`src/rtl/two_com_pkg.sv`:
```
// Shared types and helpers for the bit-serial two's-complement codec blocks.
package two_com_pkg;

  typedef enum logic [1:0] {
    RECV = 2'd0,
    CONV = 2'd1,
    HOLD = 2'd2
  } state_t;

  localparam int WIDTH_DEF = 4;

  // The counter runs 0..width-1; keep at least one bit for width=2.
  function automatic int cnt_w(input int width);
    return (width <= 2) ? 1 : $clog2(width);
  endfunction

endpackage

```
`src/rtl/two_com_serial_cell.sv`:
```
// Per-bit copy-until-first-1-then-invert element for serial two's-complement magnitude.
module two_com_serial_cell (
  input  logic b,
  input  logic sign,
  input  logic seen_one,
  output logic o,
  output logic seen_one_next
);

  always_comb begin
    o             = (sign && seen_one) ? ~b : b;
    seen_one_next = sign ? (seen_one | b) : seen_one;
  end

endmodule

```
`src/rtl/two_com_serial_dec.sv`:
```
// Bit-serial two's-complement to sign-magnitude decoder with valid/ready on both sides.
module two_com_serial_dec
  import two_com_pkg::*;
#(
  parameter int WIDTH = WIDTH_DEF
) (
  input  logic             clk,
  input  logic             rst_n,
  input  logic             s_valid,
  input  logic             s_bit,
  output logic             s_ready,
  output logic             m_valid,
  input  logic             m_ready,
  output logic             m_sign,
  output logic [WIDTH-1:0] m_mag,
  output logic             m_min
);

  localparam int CW = cnt_w(WIDTH);
  localparam logic [CW-1:0] LAST = CW'(WIDTH - 1);
  localparam logic [WIDTH-1:0] MIN_PAT = {1'b1, {(WIDTH-1){1'b0}}};

  state_t           state, state_nxt;
  logic [CW-1:0]    cnt;
  logic [WIDTH-1:0] shreg;
  logic [WIDTH-1:0] res;
  logic             sign;
  logic             seen_one;
  logic [WIDTH-1:0] mag_r;
  logic             sign_r;
  logic             min_r;
  logic             accept;
  logic             conv_en;
  logic             cnt_last;
  logic             cell_o;
  logic             cell_seen_nxt;
  logic [WIDTH-1:0] res_nxt;

  function automatic logic is_min(input logic sg, input logic [WIDTH-1:0] mag);
    return sg && (mag == MIN_PAT);
  endfunction

  two_com_serial_cell u_cell (
    .b             (shreg[0]),
    .sign          (sign),
    .seen_one      (seen_one),
    .o             (cell_o),
    .seen_one_next (cell_seen_nxt)
  );

  assign cnt_last = (cnt == LAST);
  assign res_nxt  = {cell_o, res[WIDTH-1:1]};

  always_ff @(posedge clk or negedge rst_n) begin
    if (!rst_n) state <= RECV;
    else        state <= state_nxt;
  end

  always_comb begin
    state_nxt = state;
    s_ready   = 1'b0;
    m_valid   = 1'b0;
    accept    = 1'b0;
    conv_en   = 1'b0;
    case (state)
      RECV: begin
        s_ready = 1'b1;
        accept  = s_valid;
        if (s_valid && cnt_last) state_nxt = CONV;
      end
      CONV: begin
        conv_en = 1'b1;
        if (cnt_last) state_nxt = HOLD;
      end
      HOLD: begin
        m_valid = 1'b1;
        if (m_ready) state_nxt = RECV;
      end
      default: state_nxt = RECV;
    endcase
  end

  // Receive shifts bits in at the MSB; convert drains them from the LSB into res.
  always_ff @(posedge clk or negedge rst_n) begin
    if (!rst_n) begin
      cnt      <= '0;
      shreg    <= '0;
      res      <= '0;
      sign     <= 1'b0;
      seen_one <= 1'b0;
      mag_r    <= '0;
      sign_r   <= 1'b0;
      min_r    <= 1'b0;
    end else if (accept) begin
      shreg <= {s_bit, shreg[WIDTH-1:1]};
      cnt   <= cnt_last ? '0 : cnt + CW'(1);
      if (cnt_last) begin
        sign     <= s_bit;
        seen_one <= 1'b0;
      end
    end else if (conv_en) begin
      shreg    <= {1'b0, shreg[WIDTH-1:1]};
      res      <= res_nxt;
      seen_one <= cell_seen_nxt;
      cnt      <= cnt_last ? '0 : cnt + CW'(1);
      // Output registers only change when a full word completes, so they stay put through HOLD and after.
      if (cnt_last) begin
        mag_r  <= res_nxt;
        sign_r <= sign;
        min_r  <= is_min(sign, res_nxt);
      end
    end
  end

  assign m_sign = sign_r;
  assign m_mag  = mag_r;
  assign m_min  = min_r;

endmodule

```
`config.mk`:
```
export PLATFORM = sky130hd
export DESIGN_NAME = two_com_serial_dec
export DESIGN_NICKNAME = d
export VERILOG_FILES = /design/src/rtl/two_com_pkg.sv /design/src/rtl/two_com_serial_cell.sv /design/src/rtl/two_com_serial_dec.sv
export SDC_FILE = /design/constraint.sdc
export NUM_CORES = 1
export LEC_CHECK = 0
export BUFFER_PORTS_ARGS = -buffer_cell sky130_fd_sc_hd__clkbuf_2
export CAP_MARGIN = 20
export CELL_PAD_IN_SITES_DETAIL_PLACEMENT = 1
export CELL_PAD_IN_SITES_GLOBAL_PLACEMENT = 2
export CORE_MARGIN = 8
export CORE_UTILIZATION = 32
export CTS_BUF_LIST = sky130_fd_sc_hd__clkbuf_8 sky130_fd_sc_hd__clkbuf_16
export CTS_CLUSTER_DIAMETER = 40
export DETAILED_ROUTE_END_ITERATION = 10
export PLACE_DENSITY = 0.8
export REMOVE_ABC_BUFFERS = 1
export SETUP_SLACK_MARGIN = 0.2
export SLEW_MARGIN = 15
export SYNTH_ARGS = -nofsm -noshare
export SYNTH_HDL_FRONTEND = slang
export SYNTH_SLANG_ARGS = --single-unit
```
`constraint.sdc`:
```
create_clock -name clk -period 1.3 [get_ports clk]
set_input_delay 0.13 -clock clk [delete_from_list [all_inputs] [get_ports clk]]
set_output_delay 0.13 -clock clk [all_outputs]
set_load 0.1 [all_outputs]
```
==> summary.txt, run 1 <==
Routing
  – Wire length on met2: 999 um
  – Pre-antenna DRT Iters: 3
  – DR vias: 595
  – WL met3: 99 um
  – Average wire per standard cell: 15.5 um
  – Initial drt markers: 18
  – Drt total wl: 1910 um
  – Vias per cell: 4.84
  – DRT met1 WL: 764 um
  – Highest routed layer: met4
  – Antenna-violating nets left: 0
  – DRC Markers: 0

Outcome
  – Status: complete, no violations

STA
  – Layout Skew: 0.00811 ns
  – RSZ-0062 raised after global routing: yes
  – Final setup vio count: 0
  – Max Freq: 0.792 GHz
  – Period utilization: 97.1%
  – Final hold violations: 0
  – Slew of the pin with the lowest slew margin: 0.480 ns
  – Slew headroom: 68.0%
  – Slew Limit Fails: 0
  – Final min period: 1.26 ns

Worst hold path
  – Worst Hold Launch: m_ready
  – Worst hold path type: input port to flip-flop

GRT
  – Gr usage total: 10.2%
  – First-pass GRT wire length: 3350 um
  – Pin count of the biggest net entering global routing: 20
  – Total grt overflow: 0
  – Vias in the first global route: 714
  – Initial antenna violation count: 0

Placement
  – PortBufs: 12
  – HPWL Detailed: 1270 um
  – RD Place Congestion: 0.732

Clock network
  – CTS buffer count: 3
  – Clock slew seen by the registers of the worst setup and hold paths: 0.07 ns
  – CTS Buffer Depth: 2
  – Clock sinks: 19
  – CTS tree: done
  – Root Buffer: clkbuf_8
  – H-tree depth: 1
  – Worst-skew pair later-pin latency: 0.26 ns

Critical path
  – CP max stage delay: 0.45 ns
  – Max stage delay cell, worst path: dfrtp_2
  – Worst R2R Start: state[0]$_DFFE_PN0P_
  – CP arrival: 1.13 ns
  – CP delay by family, top: flip-flops
  – Critical path origin: state[1]$_DFFE_PN0P_
  – CP Launch Type: flip-flop
  – Crit end category: output pin
  – Critical Path RT: 1.17 ns
  – Worst Path Buf+Inv: 2
  – CP cell instances: buf_6, nor2_4, buf_12
  – CP Max Fanout: 5
  – Crit Path Category: flip-flop to output pin

Synth
  – Synth warnings: 0
  – Main flop type after synthesis: dfrtp_1
  – Mapped cell area: 842 um^2
  – Post-synth EDFFs: 0
  – Register area share after synthesis: 56.5%
  – Count of cell types in the netlist: 23
  – Cells after Synth: 65
  – Number of synthesized register bits: 19
  – Async SR Flop Fraction: 100%
  – Mean post-synth cell area: 13.0 um^2

Final layout
  – ANT cells: 0
  – Register Area: 478 um^2
  – Fin nets: 101
  – Layout area overhead: 41.8%
  – Multi-input logic area: 404 um^2
  – Fill cells: 263
  – Share of layout cells above drive strength 1: 52.7%
  – Final design utilization: 48.2%

Job
  – MaxCap Viol Count: 0

Floorplanning
  – Die Span Y: 67.3 um
  – Horiz. Die Dim: 67.3 um
  – Core area: 0.00248 mm^2
  – Initial Util: 34.0%
  – Die ar.: 0.00453 mm^2
  – # rows: 18
  – # IOs: 13
[placed cells by master, fill, tap and decap left out, drive strengths merged]
| cell | count |
|---|---|
| mux2 | 11 |
| a21o | 1 |
| dlygate4sd3 | 1 |
| nand2 | 6 |
| o22a | 1 |
| or4b | 1 |
| a21oi | 2 |
| o2bb2ai | 1 |
| nor2 | 3 |
| a21boi | 1 |
| inv | 2 |
| nor2b | 3 |
| o31ai | 1 |
| clkbuf | 7 |
| nor3 | 1 |
| o21bai | 1 |
| and3b | 2 |
| o21ai | 3 |
| nand3b | 1 |
| buf | 20 |
| ha | 2 |
| xor2 | 1 |
| nand2b | 1 |
| clkinv | 1 |
| dfrtp | 19 |
[logic make-up after synthesis]
group	synth area share, %
AO/OA/AOI/OAI	9.66
AND/OR/NAND/NOR	13.2
adder cells (fa/ha/maj)	2.97
XOR/XNOR	1.04
flip-flops	56.5
buffers and inverters	1.49
multiplexers	15.2
[synth_stat cells, drive strengths merged (2+ instances only)]
cell type  number  area (um^2)
nand2           6         22.5
nor2b           3         18.8
mux2           11          128
dfrtp          19          475
nor2            3         11.3
ha              2         25.0
and3b           2         17.5
inv             2         7.51
a21oi           2         10.0
o21ai           3         15.0
[sequential cells by signal (all words and copies together), names as in the netlist]
name,flops
m_mag,4
shreg,4
res,3
cnt,2
state,2
m_min,1
m_sign,1
seen_one,1
sign,1
[metrics by stage]
step	hold slack, ns	std cells	worst slack (ns)	setup TNS [ns]	area (um^2)
after CTS	0.102	122	0.0390	0	1170
after floorplan	-0.166	64	-0.828	-2.12	837
after detailed placement	0.110	111	0.00296	0	1020
after global routing	0.115	123	-0.0196	-0.0223	1190
final	0.123	123	0.0376	0	1190
after global placement	0.104	111	0.0407	0	1020
[area by class of cell]
class                   count  share of cell area, %
repair buffers             25                   18.4
well taps                  30                   3.14
multi-input cells          43                   33.9
clock buffers               3                   3.46
inverters                   2                  0.629
flip-flops and latches     19                   40.0
clock inverters             1                  0.419
[timing repair]
item	CTS	global route
buffers inserted	6	1
resized for setup	18	4
hold buffers	1	0
pin swaps	3	0
endpoints found under the hold margin	19	0
setup endpoints to repair	18	20
[worst paths after layout]
check / end / slack (ns) / depth (start not counted)
min: state[1]$_DFFE_PN0P_ / 0.12 / 3
max reg2reg: m_mag[1]$_DFFE_PN0P_ / 0.06 / 3
min reg2reg: m_min$_DFFE_PN0P_ / 0.49 / 2
max: s_ready / 0.04 / 3
min in group asynchronous: m_mag[2]$_DFFE_PN0P_ / 0.35 / 2
max in group asynchronous: state[1]$_DFFE_PN0P_ / 0.60 / 2
[per-layer routing]
layer	vias to the layer above	global-route usage [%]
met3	4	3.31
met4	0	7.83
met5	-	0
met1	300	10.6
li1	280	-
met2	11	16.8
[tightest hold or removal path: cells and delay by family]
| kind | cells | cell delay [ns] |
|---|---|---|
| AO/OA/AOI/OAI | 1 | 0.11 |
| buffers and inverters | 2 | 0.12 |
Power of run 1 is not shown: default switching activity piles up to over one toggle a cycle in this logic, so the estimate is an artifact.
==> inputs of run 2 (changes only) <==
Settings changed: ABC_AREA set to 1, CORE_UTILIZATION 32 to 29, PLACE_DENSITY 0.8 to 0.81.
==> run 2 against run 1 <==
  * Critical path depth fell by 1
  * Hold slack lost 0.031 ns
  * Die area is 8.5% higher
  * Global-route usage fell by 1.2 points
  * Synthesized cell count increased by 43%
  * Register-to-register slack improved by 0.08 ns
  * Count of clock-buffer cells in the layout is the same
  * Critical path type unchanged
==> summary.txt, run 2 <==
Synth
  – Count of cell types in the netlist: 19 (-17%)
  – Most instantiated cells after synthesis: nand2_1, dfrtp_1, inv_1
  – Post-synth EDFFs: 0 (unchanged)
  – Register area share after synthesis: 56.0% (-0.42 points)
  – Async SR Flop Fraction: 100% (unchanged)
  – Synth area leader: dfrtp_1
  – Mean post-synth cell area: 9.12 um^2 (-30%)
  – Main flop type after synthesis: dfrtp_1
  – Synth warnings: 0 (unchanged)
  – Mapped cell area: 848 um^2 (+0.74%)
  – Number of synthesized register bits: 19 (unchanged)
  – Yosys top cell area share: 56.0% (-0.42 points)
  – Cells after Synth: 93 (+43%)
  – Dominant cells by area after synthesis: dfrtp_1, nand2_1, inv_1, ha_1, nand3_1
  – Top-count cell post-synth: nand2_1

STA
  – Layout Skew: 0.00119 ns (-0.00693 ns)
  – Slew headroom: 66.7% (-1.2 points)
  – RSZ-0062 raised after global routing: yes
  – Slew Limit Fails: 0 (unchanged)
  – Final min period: 1.17 ns (-0.0937 ns)
  – Setup TNS Final: 0 ns (unchanged)
  – Final setup vio count: 0 (unchanged)
  – Slew of the pin with the lowest slew margin: 0.499 ns (+0.0186 ns)
  – Fin Hold WS: 0.0916 ns (-0.0309 ns)
  – Period utilization: 89.9% (-7.2 points)
  – Max Freq: 0.856 GHz (+8.0%)
  – Final hold violations: 0 (unchanged)

Critical path
  – CP Max Fanout: 2 (-3)
  – R2R setup slack: 0.14 ns (+0.08 ns)
  – Depth of the most critical reg-to-reg path: 5 (+2)
  – Worst R2R Start: state[0]$_DFFE_PN0P_
  – Worst reg2reg path endpoint: shreg[0]$_DFFE_PN0P_
  – CP Launch Type: flip-flop
  – Crit end category: output pin
  – CP arrival: 1.04 ns (-0.09 ns)
  – Critical Path RT: 1.17 ns (about the same)
  – Crit Path Category: flip-flop to output pin

Clock network
  – Root Buffer: clkbuf_8
  – CTS buffer count: 3 (unchanged)
  – Worst-skew pair later-pin latency: 0.26 ns (about the same)
  – CTS Buffer Depth: 2 (unchanged)
  – Clock slew seen by the registers of the worst setup and hold paths: 0.07 ns (about the same)
  – H-tree depth: 1 (unchanged)
  – Clock sinks: 19 (unchanged)
  – CTS tree: done

Routing
  – Average wire per standard cell: 15.2 um (-1.9%)
  – DR vias: 714 (+20%)
  – Drt total wl: 2260 um (+18%)
  – Pre-antenna DRT Iters: 4 (+1)
  – DRC Markers: 0 (unchanged)
  – Antenna-violating nets left: 0 (unchanged)
  – Vias per cell: 4.82 (-0.27%)
  – Initial drt markers: 31 (+13)

Floorplanning
  – # IOs: 13 (unchanged)
  – Core area: 0.00276 mm^2 (+11%)
  – # rows: 19 (+1)
  – Horiz. Die Dim: 70.1 um (+4.1%)
  – Die ar.: 0.00491 mm^2 (+8.5%)
  – Initial Util: 30.8% (-3.2 points)
  – Die Span Y: 70.1 um (+4.1%)

Final layout
  – Most frequent cells in the layout: nand2_1, dfrtp_1, buf_4
  – Fill cells: 310 (+18%)
  – Final design utilization: 43.5% (-4.7 points)
  – Fin nets: 125 (+24%)
  – Most common cell after layout, fill and taps aside: nand2_1
  – ANT cells: 0 (unchanged)
  – Layout area overhead: 41.4%
  – Share of layout cells above drive strength 1: 44.4% (-8.2 points)

GRT
  – Total grt overflow: 0 (unchanged)
  – Vias in the first global route: 719 (+0.70%)
  – First-pass GRT wire length: 3540 um (+5.8%)
  – Gr usage total: 8.98% (-1.2 points)
  – Initial antenna violation count: 0 (unchanged)
  – Pin count of the biggest net entering global routing: 20 (unchanged)

Placement
  – RD Place Congestion: 0.767 (+4.8%)
  – HPWL Detailed: 1400 um (+10%)
  – PortBufs: 12 (unchanged)

Worst hold path
  – Worst Hold Launch: m_ready
  – Worst hold path type: input port to flip-flop
  – Hold path cells: 2 (-1)
  – Hold path endpoint: state[1]$_DFFE_PN0P_

Outcome
  – Status: complete, no violations

Job
  – MaxCap Viol Count: 0 (unchanged)
-- run 2: cell count changes after synthesis, moves of 2 or more --
cell,change
and3b_1,-2
inv_1,+6
mux2_2,-10
nand2_1,+30
nand3_1,+5
nor2b_1,-3
o21ai_0,+2
o21ai_1,+2
o21ai_2,+2
-- run 2: worst max-delay path by stage --
stage | startpoint | endpoint | slack (ns) | depth (start not counted)
3_5_place_dp | cnt[0]$_DFFE_PN0P_ | state[0]$_DFFE_PN0P_ | 0.16 | 5
6_report | state[1]$_DFFE_PN0P_ | s_ready | 0.13 | 2
4_1_cts | state[1]$_DFFE_PN0P_ | s_ready | 0.12 | 2
5_1_grt | state[1]$_DFFE_PN0P_ | seen_one$_DFFE_PN0P_ | 0.09 | 5
3_3_place_gp | cnt[0]$_DFFE_PN0P_ | m_mag[3]$_DFFE_PN0P_ | 0.17 | 5
2_1_floorplan | state[0]$_DFFE_PN0P_ | m_valid | -0.63 | 1
-- run 2: per-stage QoR --
step / setup slack, ns / instance area (um^2) / cells
after floorplan: -0.634 / 837 / 92
after global placement: 0.165 / 981 / 135
after detailed placement: 0.158 / 981 / 135
after CTS: 0.122 / 1110 / 147
after global routing: 0.0894 / 1200 / 148
final: 0.131 / 1200 / 148
-- run 2: what timing repair did --
item | 4_1_cts | 5_1_grt
endpoints found under the setup margin | 14 | 17
hold buffers | 1 | 0
gates cloned | 0 | 1
resized for setup | 5 | 26
buffers inserted | 7 | 0
endpoints found under the hold margin | 19 | 0
pin swaps | 2 | 8
-- run 2: cells by family (layout without fill, tap and decap cells) --
| family | after synthesis | after routing | synth area share, % |
|---|---|---|---|
| adders and majority gates | 2 | 2 | 2.95 |
| and+or+nand+nor | 49 | 50 | 25.4 |
| AOI/OAI and AO/OA | 12 | 12 | 9.59 |
| DFF | 19 | 19 | 56.0 |
| buffers and inverters | 11 | 34 | 6.05 |
-- run 2: layer usage --
| metal | vias up | GRT usage (%) | part of all wire (%) | wire length (um) |
|---|---|---|---|---|
| li1 | 343 | - | - | - |
| met1 | 350 | 9.75 | 43 | 959 |
| met2 | 15 | 15.0 | 50 | 1120 |
| met3 | 6 | 4.38 | 6.0 | 135 |
| met4 | 0 | 2.68 | 1.7 | 38 |
| met5 | - | 0 | 0 | 0 |
-- run 2: area by class of cell --
cell class	count	area (um^2)	area share, %
multi-input cells	64	412	34.3
inverters	10	42.5	3.55
flip-flops and latches	19	478	39.8
clock inverters	1	3.75	0.313
repair buffers	20	184	15.3
clock buffers	3	41.3	3.44
well taps	31	38.8	3.23
-- run 2: critical path: stages (launching register included) --
cell and delay, ns:
dfrtp_2 0.45, nor2_4 0.15, buf_12 0.18
Power of run 2 is left out for the same reason.
==> inputs of run 3 (changes only) <==
Settings changed: CELL_PAD_IN_SITES_DETAIL_PLACEMENT 1 to not set, CELL_PAD_IN_SITES_GLOBAL_PLACEMENT 2 to not set, CORE_UTILIZATION 29 to 44, CTS_CLUSTER_DIAMETER 40 to 100, MAX_ROUTING_LAYER set to met4, PLACE_DENSITY 0.81 to 0.77.
==> run 3 against run 2 <==
  * Die area decreased by 27%
  * Count of clock-buffer cells in the layout unchanged
  * Flip-flop and latch count stayed put
  * Clock skew up 0.00071 ns
  * Via count fell by 7.4%
  * Worst setup slack got worse by 0.023 ns
  * Register-to-register slack about the same
  * Fmax shrank 1.9%
  * Critical path depth did not move
  * Sequential share of layout area increased by 3.1 points
  * Non-clock buffer count is 3 lower
  * Cell area down 7.3%
  * Critical path type unchanged
==> summary.txt, run 3 (synthesized netlist as in run 2, its figures left out) <==
Outcome
  – Status: complete, no violations

Critical path
  – Max stage delay cell, worst path: dfrtp_2
  – CP Launch Type: flip-flop
  – CP arrival: 1.06 ns (+0.02 ns)
  – Worst Path Buf+Inv: 1 (unchanged)
  – Crit end category: output pin
  – CP delay by family, top: flip-flops
  – Critical Path RT: 1.17 ns (about the same)
  – Worst R2R Start: state[0]$_DFFE_PN0P_
  – Critical path origin: state[1]$_DFFE_PN0P_
  – CP max stage delay: 0.44 ns (about the same)
  – CP cell instances: nor2_4, buf_12
  – CP Max Fanout: 3 (+1)
  – Crit Path Category: flip-flop to output pin

Clock network
  – Clock slew seen by the registers of the worst setup and hold paths: 0.07 ns (about the same)
  – CTS Buffer Depth: 2 (unchanged)
  – Worst-skew pair later-pin latency: 0.25 ns (about the same)
  – CTS tree: done
  – Root Buffer: clkbuf_8
  – H-tree depth: 1 (unchanged)
  – CTS buffer count: 3 (unchanged)
  – Clock sinks: 19 (unchanged)

Placement
  – PortBufs: 12 (unchanged)
  – HPWL Detailed: 1240 um (-11%)
  – Pre-CTS setup slack: 0.169 ns (+0.0112 ns)
  – RD Place Congestion: 0.816 (+6.3%)

Final layout
  – Most frequent cells in the layout: nand2_1, dfrtp_1, inv_1
  – Layout area overhead: 31.1%
  – Fin nets: 121 (-3.2%)
  – Share of layout cells above drive strength 1: 33.6% (-11 points)
  – Multi-input logic area: 360 um^2 (-12%)
  – Fill cells: 184 (-41%)
  – Register Area: 478 um^2 (unchanged)
  – ANT cells: 0 (unchanged)
  – Most common cell after layout, fill and taps aside: nand2_1

Floorplanning
  – # rows: 16 (-3)
  – Core area: 0.00188 mm^2 (-32%)
  – Die Span Y: 59.9 um (-15%)
  – # IOs: 13 (unchanged)
  – Horiz. Die Dim: 59.9 um (-15%)
  – Die ar.: 0.00359 mm^2 (-27%)
  – Initial Util: 45.1% (+14 points)

STA
  – Setup TNS Final: 0 ns (unchanged)
  – RSZ-0062 raised after global routing: yes
  – Final min period: 1.19 ns (+0.0232 ns)
  – Final hold violations: 0 (unchanged)
  – Setup ws final: 0.108 ns (-0.0232 ns)
  – Final setup vio count: 0 (unchanged)
  – Period utilization: 91.7% (+1.8 points)
  – Slew headroom: 69.5% (+2.8 points)
  – Max Freq: 0.839 GHz (-1.9%)
  – Layout Skew: 0.00190 ns (+0.000709 ns)
  – Slew of the pin with the lowest slew margin: 0.457 ns (-0.0421 ns)
  – Fin Hold WS: 0.0764 ns (-0.0153 ns)
  – Slew Limit Fails: 0 (unchanged)

GRT
  – Initial antenna violation count: 0 (unchanged)
  – Total grt overflow: 0 (unchanged)
  – Vias in the first global route: 679 (-5.6%)
  – Gr usage total: 10.8% (+1.8 points)
  – First-pass GRT wire length: 2860 um (-19%)
  – Pin count of the biggest net entering global routing: 20 (unchanged)

Job
  – MaxCap Viol Count: 0 (unchanged)

Routing
  – Initial drt markers: 14 (-55%)
  – Antenna-violating nets left: 0 (unchanged)
  – Vias per cell: 4.72 (-2.1%)
  – Average wire per standard cell: 12.2 um (-20%)
  – DR vias: 661 (-7.4%)
  – DRC Markers: 0 (unchanged)
  – Pre-antenna DRT Iters: 4 (unchanged)
  – Drt total wl: 1710 um (-24%)

Worst hold path
  – Worst Hold Launch: m_ready
  – Worst hold path type: input port to flip-flop
==> run 3: per-stage QoR <==
stage                     std cells  util, %  area (um^2)
after floorplan                  92        -          837
after global placement          131     51.9          976
after detailed placement        131     51.9          976
after CTS                       138     56.2         1060
after global routing            140     59.1         1110
final                           140     59.1         1110
==> run 3: path summary, 6_finish.rpt <==
path,slack (ns),to,cells after the start
worst max-delay path,0.11,s_ready,2
worst min-delay path,0.08,state[1]$_DFFE_PN0P_,2
worst max register to register,0.13,shreg[0]$_DFFE_PN0P_,5
worst min register to register,0.48,m_mag[3]$_DFFE_PN0P_,2
max in group asynchronous,0.61,state[0]$_DFFE_PN0P_,2
min in group asynchronous,0.35,m_mag[1]$_DFFE_PN0P_,2
==> run 3: cell type report <==
class	instances	area share [%]
clock buffers	3	3.71
clock inverters	1	0.337
inverters	10	3.82
multi-input cells	63	32.4
flip-flops and latches	19	43.0
well taps	27	3.04
repair buffers	17	13.7
==> run 3: worst reg2reg max path: stages, from the launching register on <==
cell and delay (ns):
dfrtp_2 0.45, buf_6 0.16, o21ai_4 0.24, inv_4 0.09, nand2_2 0.07, o21ai_2 0.05
==> run 3: layer usage <==
layer  track usage [%]  part of all wire (%)  vias up
met5                 -                     0        -
met4              5.78                   1.7        0
met1              11.9                    43      306
met2              17.1                    49       17
met3              3.44                   6.1        4
li1                  -                     -      334
==> run 3: repair_timing <==
item                       4_1_cts  5_1_grt
setup buffers                    2        2
pin swaps                        1        5
gates cloned                     0        0
hold buffers                     1        0
gates resized for setup          4       13
hold endpoints to repair        19        0
setup endpoints to repair       14       17
Power of run 3 is left out for the same reason.
